### src/rtl/sub32_pkg.sv
// Shared constants and FSM state type for the sequential 32-bit subtractor.
// Imported by the top and the slice sub-module.
package sub32_pkg;

  localparam int WIDTH = 32;

  typedef enum logic [1:0] {
    IDLE = 2'd0,
    RUN  = 2'd1,
    DONE = 2'd2
  } state_e;

endpackage

### src/rtl/seq_sub32_sub_slice.sv
// Combinational SLICE_W-bit subtractor with borrow chain.
// One instance is reused for every slice of the 32-bit operation.
module sub_slice #(
  parameter int SLICE_W = 8
) (
  input  logic [SLICE_W-1:0] a_i,
  input  logic [SLICE_W-1:0] b_i,
  input  logic               bin_i,
  output logic [SLICE_W-1:0] d_o,
  output logic               bout_o
);

  logic [SLICE_W:0] full;

  // Borrow-out falls out as the extra top bit of the widened difference.
  always_comb begin
    full = {1'b0, a_i} - {1'b0, b_i} - {{SLICE_W{1'b0}}, bin_i};
  end

  assign d_o    = full[SLICE_W-1:0];
  assign bout_o = full[SLICE_W];

endmodule

### src/rtl/seq_sub32.sv
// Sequential 32-bit subtractor, SLICE_W bits per clock, IDLE/RUN/DONE FSM.
// Define SEQ_SUB32_FLAGS_EN to build the zero and ovf flag logic.
module seq_sub32
  import sub32_pkg::*;
#(
  parameter int SLICE_W = 8
) (
  input  logic             clk,
  input  logic             rst,
  input  logic             start,
  input  logic [WIDTH-1:0] a,
  input  logic [WIDTH-1:0] b,
  input  logic             Bin,
  output logic             busy,
  output logic             done,
  output logic [WIDTH-1:0] D,
  output logic             Bout,
  output logic             zero,
  output logic             ovf
);

  localparam int NS = WIDTH / SLICE_W;
  localparam int CW = (NS > 1) ? $clog2(NS) : 1;

  state_e state_q, state_d;

  logic [WIDTH-1:0]   a_q, b_q, d_q, d_d;
  logic [CW-1:0]      cnt_q;
  logic               borrow_q;
  logic               bout_q;
  logic [SLICE_W-1:0] sa, sb, sd;
  logic               sbo;
  logic               accept;
  logic               last;

  assign accept = start && (state_q != RUN);
  assign last   = (cnt_q == CW'(NS - 1));

  // Select the current slice of the captured operands and merge its result.
  generate
    if (NS == 1) begin : g_one
      assign sa = a_q;
      assign sb = b_q;
      always_comb begin
        d_d = sd;
      end
    end else begin : g_multi
      logic [4:0] base;
      assign base = 5'(cnt_q) * 5'(SLICE_W);
      assign sa   = a_q[base +: SLICE_W];
      assign sb   = b_q[base +: SLICE_W];
      always_comb begin
        d_d = d_q;
        d_d[base +: SLICE_W] = sd;
      end
    end
  endgenerate

  sub_slice #(
    .SLICE_W(SLICE_W)
  ) u_slice (
    .a_i   (sa),
    .b_i   (sb),
    .bin_i (borrow_q),
    .d_o   (sd),
    .bout_o(sbo)
  );

  // State register.
  always_ff @(posedge clk or posedge rst) begin
    if (rst) state_q <= IDLE;
    else     state_q <= state_d;
  end

  // Next-state logic; start is only honoured outside RUN.
  always_comb begin
    state_d = state_q;
    unique case (state_q)
      IDLE:    if (start) state_d = RUN;
      RUN:     if (last)  state_d = DONE;
      DONE:    state_d = start ? RUN : IDLE;
      default: state_d = IDLE;
    endcase
  end

  // FSM outputs: busy in RUN, single-cycle done in DONE.
  always_comb begin
    busy = (state_q == RUN);
    done = (state_q == DONE);
  end

  // Operand capture and slice-by-slice datapath.
  always_ff @(posedge clk or posedge rst) begin
    if (rst) begin
      a_q      <= '0;
      b_q      <= '0;
      d_q      <= '0;
      cnt_q    <= '0;
      borrow_q <= 1'b0;
      bout_q   <= 1'b0;
    end else if (accept) begin
      a_q      <= a;
      b_q      <= b;
      cnt_q    <= '0;
      borrow_q <= Bin;
    end else if (state_q == RUN) begin
      d_q      <= d_d;
      cnt_q    <= cnt_q + CW'(1);
      borrow_q <= sbo;
      if (last) bout_q <= sbo;
    end
  end

  assign D    = d_q;
  assign Bout = bout_q;

`ifdef SEQ_SUB32_FLAGS_EN
  logic zero_q, ovf_q;

  // Flags are latched with the final slice so they hold until next start.
  always_ff @(posedge clk or posedge rst) begin
    if (rst) begin
      zero_q <= 1'b0;
      ovf_q  <= 1'b0;
    end else if (state_q == RUN && last) begin
      zero_q <= (d_d == '0);
      ovf_q  <= (a_q[WIDTH-1] != b_q[WIDTH-1]) &&
                (d_d[WIDTH-1] != a_q[WIDTH-1]);
    end
  end

  assign zero = zero_q;
  assign ovf  = ovf_q;
`else
  assign zero = 1'b0;
  assign ovf  = 1'b0;
`endif

endmodule

### config.mk
export PLATFORM = sky130hd
export DESIGN_NAME = seq_sub32
export DESIGN_NICKNAME = d
export VERILOG_FILES = /design/src/rtl/sub32_pkg.sv /design/src/rtl/seq_sub32_sub_slice.sv /design/src/rtl/seq_sub32.sv
export SDC_FILE = /design/constraint.sdc
export NUM_CORES = 1
export LEC_CHECK = 0
export CELL_PAD_IN_SITES_DETAIL_PLACEMENT = 0
export CELL_PAD_IN_SITES_GLOBAL_PLACEMENT = 1
export CORE_MARGIN = 3
export CORE_UTILIZATION = 44
export DETAILED_ROUTE_END_ITERATION = 6
export GPL_ROUTABILITY_DRIVEN = 0
export PLACE_DENSITY = 0.95
export SLEW_MARGIN = 20
export SYNTH_ARGS = -nofsm -noshare
export SYNTH_HDL_FRONTEND = slang
export SYNTH_SLANG_ARGS = --single-unit
export TNS_END_PERCENT = 1
### constraint.sdc
create_clock -name clk -period 8.33 [get_ports clk]
set_input_delay 1.666 -clock clk [delete_from_list [all_inputs] [get_ports clk]]
set_output_delay 1.666 -clock clk [all_outputs]
set_load 0.1 [all_outputs]
==> results_dict.tcl, run 1 <==
set metrics [dict create \
    setup_violations 0 \
    syn_area_um2 4780 \
    fp-row-count 37 \
    initialDrtViolationCount 104 \
    cp_cell_sequence "nand2b_1 > inv_1 > clkdlybuf4s50_1" \
    finalHoldViolCount 0 \
    cts-resized-gates 0 \
    whs_endpoint "D[9]$_DFFE_PP0P_" \
    clkLatencyLatePin_ns 0.37 \
    crit_required_ns 6.66 \
    nets 555 \
    viasPerCell 5.27 \
    reg2reg_slack_ns 4.82 \
    slew_headroom_pct 33.1 \
    diodes 0 \
    detail-route-antenna-nets 0 \
    firstDrtPassIters 4 \
    fin_hold_ws_ns 0.486 \
    cpPeakStageDelay_ns 1.21 \
    synth_top_area_share_pct 53.4 \
    crit_type "reg2out" \
    boundaryPins 105 \
    port_buffers 102 \
    rsz0062_at_grt "no" \
    start_util_pct 45.7 \
    drive_above_1_share_pct 21.0 \
    synth_area_leader_cell "dfrtp_1" \
    slowest_stage "clkdlybuf4s50_1" \
    yosysWarnings 0 \
    ys.flop_type "dfrtp_1" \
    hpwl_mm 7.60 \
    clkTransAtPathRegs_ns 0.10 \
    ys_async_sr_fraction_pct 100 \
    ctsHoldBuffers 0 \
    h-tree-depth 3 \
    grt_max_degree 65 \
    synth.distinct_cells 41 \
    antenna_found_initial 0 \
    wl_per_cell_um 16.5 \
    synthTopCellsByArea "dfrtp_1 (53%), mux2_2 (15%), mux4_2 (5.7%)" \
    startpoint_type "register" \
    grt_pass1_vias 3202 \
    worst_setup_path_end_kind "output pin" \
    synth.avg_cell_area_um2 13.1 \
    post-route-period-util_pct 50.0 \
    globalRoute.totalOverflow 0 \
    syn2layout_area_growth_pct 28.0 \
    dieArea_um2 12100 \
    crit_arrival_ns 2.50 \
    fin_crit_ns 4.16 \
    syn_inst 364 \
    outcome "completed" \
    core_um2 10500 \
    drv_cap 0 \
    cts_sinks 102 \
    hp-class "reg2reg" \
    drc 0 \
    hp-start "D[9]$_DFFE_PP0P_" \
    max_freq_mhz 240 \
    cts_buffers 9 \
    rr_endpoint "D[15]$_DFFE_PP0P_" \
    worst_pin_slew_ns 1.00 \
    synth_edf_count 0 \
    fp.dieH_um 110 \
    holdPathStages 2 \
    final_max_slew_viol_count 0 \
    die_w_um 110 \
    synth_seq_cells 102 \
    tns_ns 0 \
    r2r_start "cnt_q[0]$_DFFE_PP0P_" \
    grt_first_pass_wirelength_mm 16.0 \
    clk_path_buf_depth 2 \
    clock_skew_ns 0.0167 \
    rr_worst_depth 10 \
    vias 3199 \
    cts_tree "built" \
    gr-usage-all-layers_pct 17.4 \
    crit_fanout 11 \
    yosysSeqAreaShare_pct 53.4 \
    cts_root_buf "clkbuf_8" \
    cts_setup_buffers 0 \
    routed_wirelength_mm 10.0 \
]
-- cells by family (layout without fill, tap and decap cells) --
group | after synthesis | count (layout) | synth area share (%)
adder cells (fa/ha/maj) | 20 | 20 | 5.55
XOR/XNOR | 6 | 6 | 1.10
AO/OA/AOI/OAI | 53 | 53 | 7.25
AND/OR/NAND/NOR | 60 | 60 | 5.73
multiplexers | 82 | 82 | 23.2
flip-flops | 102 | 102 | 53.4
other | 1 | 2 | 0.0785
buffers and inverters | 40 | 146 | 3.72
-- area by class of cell --
type | count | area [µm²]
Fill cell | 872 | 4340
Sequential cell | 102 | 2550
Multi-Input combinational cell | 223 | 2060
Timing Repair Buffer | 105 | 1040
Tap cell | 136 | 170
Clock buffer | 11 | 141
Inverter | 26 | 100
Clock inverter | 4 | 56.3
-- cells in the mapped netlist (3+ instances only) --
library cell	count
inv_1	26
a21oi_1	6
o21ai_0	14
nand3_1	3
xor2_1	4
o21ai_1	9
a22o_1	12
nand2b_1	3
o22ai_1	3
nor2_1	7
mux2_2	64
ha_1	18
nand2_1	35
buf_2	9
mux4_2	12
dfrtp_1	102
mux4_1	3
-- stage by stage --
step	std cells	util [%]	worst slack (ns)	area, µm²
after floorplan	365	-	3.99	4780
after global routing	607	58.5	4.04	6120
after CTS	607	58.5	4.17	6120
final	607	58.5	4.17	6120
after global placement	592	56.6	4.63	5920
after detailed placement	592	56.6	4.59	5920
-- cells in the final DEF (no fill, tap or decap), types with 2 or more instances in the layout --
| master | instances |
|---|---|
| nor3_1 | 2 |
| mux2_2 | 64 |
| clkbuf_8 | 10 |
| conb_1 | 2 |
| a21oi_1 | 6 |
| dfrtp_1 | 102 |
| o211ai_1 | 2 |
| o21a_1 | 2 |
| clkdlybuf4s50_1 | 102 |
| nor2b_1 | 2 |
| o21ai_1 | 9 |
| mux4_1 | 3 |
| nand2_1 | 34 |
| mux2i_2 | 2 |
| nand2b_1 | 3 |
| nor2_1 | 7 |
| xor2_1 | 4 |
| nand4_1 | 2 |
| a21boi_0 | 2 |
| a22o_1 | 12 |
| o21ai_0 | 14 |
| fa_1 | 2 |
| ha_1 | 18 |
| mux4_2 | 12 |
| buf_4 | 3 |
| inv_1 | 25 |
| clkinv_4 | 2 |
| nand3_1 | 3 |
| xnor2_1 | 2 |
| o22ai_1 | 3 |
-- per-layer routing --
metal  global-route usage, %  part of all wire (%)
met1                    22.2                    42
met4                    3.87                   1.1
met3                    5.30                   7.1
met2                    29.3                    49
met5                       0                     0
-- how the worst max path moves through the flow --
stage                      startpoint          endpoint  depth (start not counted)
4_1_cts        state_q[1]$_DFFE_PP0P_              busy                          3
3_5_place_dp   state_q[1]$_DFFE_PP0P_              busy                          3
2_1_floorplan                     rst  Bout$_DFFE_PP0P_                          1
3_3_place_gp   state_q[1]$_DFFE_PP0P_              busy                          3
6_report       state_q[1]$_DFFE_PP0P_              busy                          3
5_1_grt        state_q[1]$_DFFE_PP0P_              busy                          3
-- flip-flops by register name, indices dropped and copies added (netlist names) --
register  cells
D            32
cnt_q         2
a_q          32
b_q          32
Bout          1
borrow_q      1
state_q       2
-- critical path, delay by kind of cell, from the launching register on --
family                 cells  cell delay, ns
buffers and inverters      2            1.50
flip-flops                 1            0.39
AND/OR/NAND/NOR            1            0.24
Power of run 1 is left out: the tool's default activity adds up to more than one toggle a clock period on the data nets, which glitch-free logic cannot reach.
==> run 2: changes to the inputs <==
--- a/config.mk
+++ b/config.mk
@@ -8,10 +8,10 @@
 export CELL_PAD_IN_SITES_DETAIL_PLACEMENT = 0
 export CELL_PAD_IN_SITES_GLOBAL_PLACEMENT = 1
 export CORE_MARGIN = 3
-export CORE_UTILIZATION = 44
+export CORE_UTILIZATION = 41
 export DETAILED_ROUTE_END_ITERATION = 6
 export GPL_ROUTABILITY_DRIVEN = 0
-export PLACE_DENSITY = 0.95
+export PLACE_DENSITY = 0.93
 export SLEW_MARGIN = 20
 export SYNTH_ARGS = -nofsm -noshare
 export SYNTH_HDL_FRONTEND = slang
==> constraint.sdc (replaced) <==
create_clock -name clk -period 4.14 [get_ports clk]
set_input_delay 0.828 -clock clk [delete_from_list [all_inputs] [get_ports clk]]
set_output_delay 0.828 -clock clk [all_outputs]
set_load 0.1 [all_outputs]
==> run 2 against run 1 <==
  * Register-to-register slack got worse by 3.8 ns
  * Clock skew fell by 0.010 ns
  * Global-route usage barely moved
  * Non-clock buffer count rose by 4
  * Via count fell by 0.28%
  * Cell count rose by 1.5%
  * Core utilization fell by 2.2 points
  * Design area rose by 2.4%
  * Die area rose by 6.9%
  * Flip-flop and latch count did not move
==> results_dict.tcl, run 2 (synthesis results as in run 1) <==
set metrics [dict create \
    outcome "completed" \
    drv_cap 0 \
    globalRoute.totalOverflow 0 \
    detail-route-antenna-nets 0 \
    core_um2 11100 \
    grt_pass1_vias 3494 \
    wl_per_cell_um 17.1 \
    h-tree-depth 3 \
    drc 0 \
    crit_required_ns 4.36 \
    fp-row-count 38 \
    firstDrtPassIters 5 \
    crit_fanout 12 \
    final_max_slew_viol_count 0 \
    nets 559 \
    fin_crit_ns 3.12 \
    final_cell_mix "dfrtp_1 (102), clkdlybuf4s50_1 (101), mux2_2 (64), nand2_1 (34), inv_1 (25)" \
    clock_skew_ns 0.00634 \
    slew_headroom_pct 33.7 \
    finalHoldViolCount 0 \
    boundaryPins 105 \
    clkTransAtPathRegs_ns 0.07 \
    grt_first_pass_wirelength_mm 17.8 \
    port_buffers 102 \
    clk_path_buf_depth 2 \
    cts-resized-gates 0 \
    antenna_found_initial 0 \
    clkLatencyLatePin_ns 0.34 \
    grt_max_degree 77 \
    ctsHoldBuffers 0 \
    syn2layout_area_growth_pct 31.1 \
    start_util_pct 43.0 \
    dieArea_um2 13000 \
    viasPerCell 5.18 \
    worst_setup_path_end_kind "register" \
    max_freq_mhz 321 \
    crit_type "reg2reg" \
    tns_ns 0 \
    diodes 0 \
    startpoint_type "register" \
    cts_root_buf "clkbuf_16" \
    rsz0062_at_grt "no" \
    crit_arrival_ns 3.33 \
    cts_buffers 9 \
    placed_area_um2 5950 \
    mostFrequentLayoutCell "dfrtp_1" \
    cts_sinks 102 \
    vias 3190 \
    setup_violations 0 \
    cts_setup_buffers 0 \
    gr-usage-all-layers_pct 17.3 \
    initialDrtViolationCount 159 \
    final_design_area_no_fill_um2 6260 \
    cts_tree "built" \
    die_w_um 114 \
    worst_pin_slew_ns 0.991 \
    post-route-period-util_pct 75.3 \
    fp.dieH_um 114 \
    drive_above_1_share_pct 22.1 \
    hpwl_mm 7.94 \
    routed_wirelength_mm 10.5 \
    hp-class "reg2reg" \
]
==> run 2: worst max-delay path, stage by stage (launching register included) <==
cell,delay (ns)
dfrtp_1,0.66
buf_4,0.31
mux4_2,0.34
fa_1,0.40
ha_1,0.32
nand2b_1,0.12
o22ai_1,0.10
o211ai_1,0.23
nor3b_2,0.38
o21ai_1,0.12
==> run 2: area by class of cell <==
| cell class | count | area, µm² |
|---|---|---|
| fillers | 930 | 4860 |
| flip-flops and latches | 102 | 2550 |
| multi-input cells | 223 | 2060 |
| repair buffers | 109 | 1070 |
| clock buffers | 12 | 256 |
| well taps | 140 | 175 |
| inverters | 26 | 100 |
| clock inverters | 4 | 53.8 |
==> run 2: metrics by stage <==
| step | setup WS, ns | std cells | hold slack, ns | utilization (%) |
|---|---|---|---|---|
| 2_1_floorplan | 0.637 | 365 | 0.466 | - |
| 3_3_place_gp | 1.14 | 600 | 0.464 | 53.5 |
| 3_5_place_dp | 1.05 | 600 | 0.472 | 53.5 |
| 4_1_cts | 1.03 | 616 | 0.487 | 56.3 |
| 5_1_grt | 0.816 | 616 | 0.505 | 56.3 |
| 6_report | 1.02 | 616 | 0.480 | 56.3 |
==> run 2: final timing paths <==
kind,endpoint,depth (start not counted),slack [ns],start
worst max-delay path,D[23]$_DFFE_PP0P_,9,1.02,cnt_q[1]$_DFFE_PP0P_
worst min-delay path,D[26]$_DFFE_PP0P_,2,0.48,D[26]$_DFFE_PP0P_
worst max register to register,D[23]$_DFFE_PP0P_,9,1.02,cnt_q[1]$_DFFE_PP0P_
worst min register to register,D[26]$_DFFE_PP0P_,2,0.48,D[26]$_DFFE_PP0P_
max in group asynchronous,D[13]$_DFFE_PP0P_,3,2.34,rst
min in group asynchronous,D[8]$_DFFE_PP0P_,2,1.05,rst
==> run 2: metal layers <==
metal	track usage [%]	part of all wire (%)
met5	0	0
met4	3.33	0.65
met3	5.15	7.1
met2	29.2	49
met1	22.5	43
Power of run 2 is left out for the same reason.
==> run 3: changes to the inputs <==
==> constraint.sdc (replaced) <==
create_clock -name clk -period 3.2 [get_ports clk]
set_input_delay 0.64 -clock clk [delete_from_list [all_inputs] [get_ports clk]]
set_output_delay 0.64 -clock clk [all_outputs]
set_load 0.1 [all_outputs]
==> run 3 against run 2 <==
  * Maximum frequency increased by 5.0%
  * Global-route usage down 0.54 points
  * Via count grew 1.0%
  * Sequential share of layout area increased by 0.23 points
  * Critical path type unchanged
==> results_dict.tcl, run 3 (synthesis results as in run 1) <==
set metrics [dict create \
    outcome "completed" \
    fin_cells 615 \
    path_depth 9 \
    tns_ns 0 \
    h-tree-depth 3 \
    cts_buffers 9 \
    crit_required_ns 3.41 \
    post-route-period-util_pct 92.8 \
    dieArea_um2 13000 \
    cts_sinks 102 \
    rsz0062_at_grt "no" \
    routed_wirelength_mm 10.4 \
    holdPathStages 2 \
    cp_cell_sequence "buf_12 > mux4_2 > fa_1 > ha_1 > nand2b_1 > o221ai_2 > mux2i_1 > xnor2_2 > o21ai_1" \
    startpoint_type "register" \
    drc 0 \
    nets 558 \
    clock_skew_ns 0.00472 \
    firstDrtPassIters 6 \
    ctsHoldBuffers 0 \
    setup_violations 0 \
    grt_first_pass_wirelength_mm 17.3 \
    whs_endpoint "D[5]$_DFFE_PP0P_" \
    diodes 0 \
    viasPerCell 5.24 \
    drv_cap 0 \
    detail-route-antenna-nets 0 \
    final_cell_mix "dfrtp_1 (102), clkdlybuf4s50_1 (67), mux2_2 (64), buf_4 (36), nand2_1 (34)" \
    clkLatencyLatePin_ns 0.34 \
    nFillCells 938 \
    vias 3223 \
    cts_tree "built" \
    seqCellArea_um2 2550 \
    multiInputGateArea_um2 2060 \
    drive_above_1_share_pct 29.5 \
    fp.dieH_um 114 \
    route.met3.wl_um 712 \
    worst-path-buf-inv 1 \
    cts_setup_buffers 0 \
    grt_max_degree 103 \
    rr_worst_depth 9 \
    port_buffers 102 \
    worst_pin_slew_ns 0.530 \
    slew_headroom_pct 64.6 \
    clkTransAtPathRegs_ns 0.07 \
    drt-met1-wl_mm 4.40 \
    grt_pass1_vias 3422 \
    crit_arrival_ns 3.18 \
    crit_fanout 17 \
    initialDrtViolationCount 203 \
    crit_family "multiplexers" \
    max_freq_mhz 337 \
    fin_crit_ns 2.97 \
    core_um2 11100 \
    cpPeakStageDelay_ns 0.55 \
    mostFrequentLayoutCell "dfrtp_1" \
    gr-usage-all-layers_pct 16.8 \
    die_w_um 114 \
    cts_root_buf "clkbuf_16" \
    reg2reg_slack_ns 0.23 \
    fp-row-count 38 \
    r2r_start "cnt_q[0]$_DFFE_PP0P_" \
    placedCellCount 599 \
    antenna_found_initial 0 \
    finalHoldViolCount 0 \
    wl_met2_mm 5.19 \
    worst_setup_path_end_kind "register" \
    boundaryPins 105 \
    start_util_pct 43.0 \
    wl_per_cell_um 17.0 \
    globalRoute.totalOverflow 0 \
    rr_endpoint "D[29]$_DFFE_PP0P_" \
    hp-start "D[5]$_DFFE_PP0P_" \
    final_max_slew_viol_count 0 \
    clk_path_buf_depth 2 \
    top_layer_used "met4" \
    hpwl_mm 7.87 \
    crit_type "reg2reg" \
    slowest_stage "mux4_2" \
    syn2layout_area_growth_pct 30.3 \
    hp-class "reg2reg" \
]
[run 3: changes by cell type in the layout (fill, tap and decap cells not counted), sizes merged]
cell           delta
clkdlybuf4s50    -34
buf              +33
clkbuf            -3
clkinv            +3
clkinvlp          -1
inv               +1
[run 3: final cells by class]
cell class	count	area share [%]
inverter	26	1.63
multi-input combinational	223	33.1
sequential	102	41.0
clock buffer	9	3.62
timing repair buffer	108	16.7
clock inverter	7	1.14
tap	140	2.81
[run 3: metal layers]
layer,track usage [%],up-vias
li1,-,1495
met1,21.4,1607
met2,28.6,105
met3,4.99,16
met4,3.33,0
met5,0,-
[run 3: worst register-to-register path: cells and delay by family, from the launching register on]
kind	cells	cell delay, ns
buffers and inverters	1	0.19
muxes	2	0.90
DFF	1	0.39
AOI/OAI and AO/OA	2	0.37
xor gates and xnor gates	1	0.22
and+or+nand+nor	1	0.08
adders and majority gates	2	0.71
[run 3: through the flow]
step	util, %	hold WS, ns	cell area (µm²)	setup WS, ns
after floorplan	-	0.466	4790	0.305
after global placement	53.3	0.466	5930	0.181
after detailed placement	53.3	0.482	5930	0.109
after CTS	55.9	0.497	6220	0.0939
after global routing	56.0	0.518	6230	0.0336
final	56.0	0.493	6230	0.230
[run 3: how the worst max path moves through the flow]
stage | startpoint | end | slack (ns)
3_5_place_dp | cnt_q[0]$_DFFE_PP0P_ | D[21]$_DFFE_PP0P_ | 0.11
2_1_floorplan | cnt_q[0]$_DFFE_PP0P_ | borrow_q$_DFFE_PP0P_ | 0.31
5_1_grt | cnt_q[0]$_DFFE_PP0P_ | borrow_q$_DFFE_PP0P_ | 0.03
3_3_place_gp | cnt_q[0]$_DFFE_PP0P_ | D[21]$_DFFE_PP0P_ | 0.18
6_report | cnt_q[0]$_DFFE_PP0P_ | D[29]$_DFFE_PP0P_ | 0.23
4_1_cts | cnt_q[0]$_DFFE_PP0P_ | D[21]$_DFFE_PP0P_ | 0.09
[run 3: timing repair]
item / 4_1_cts / 5_1_grt
setup endpoints to repair: 0 / 1
resized for setup: 0 / 1
endpoints found under the hold margin: 0 / 0
Power of run 3 is left out for the same reason.
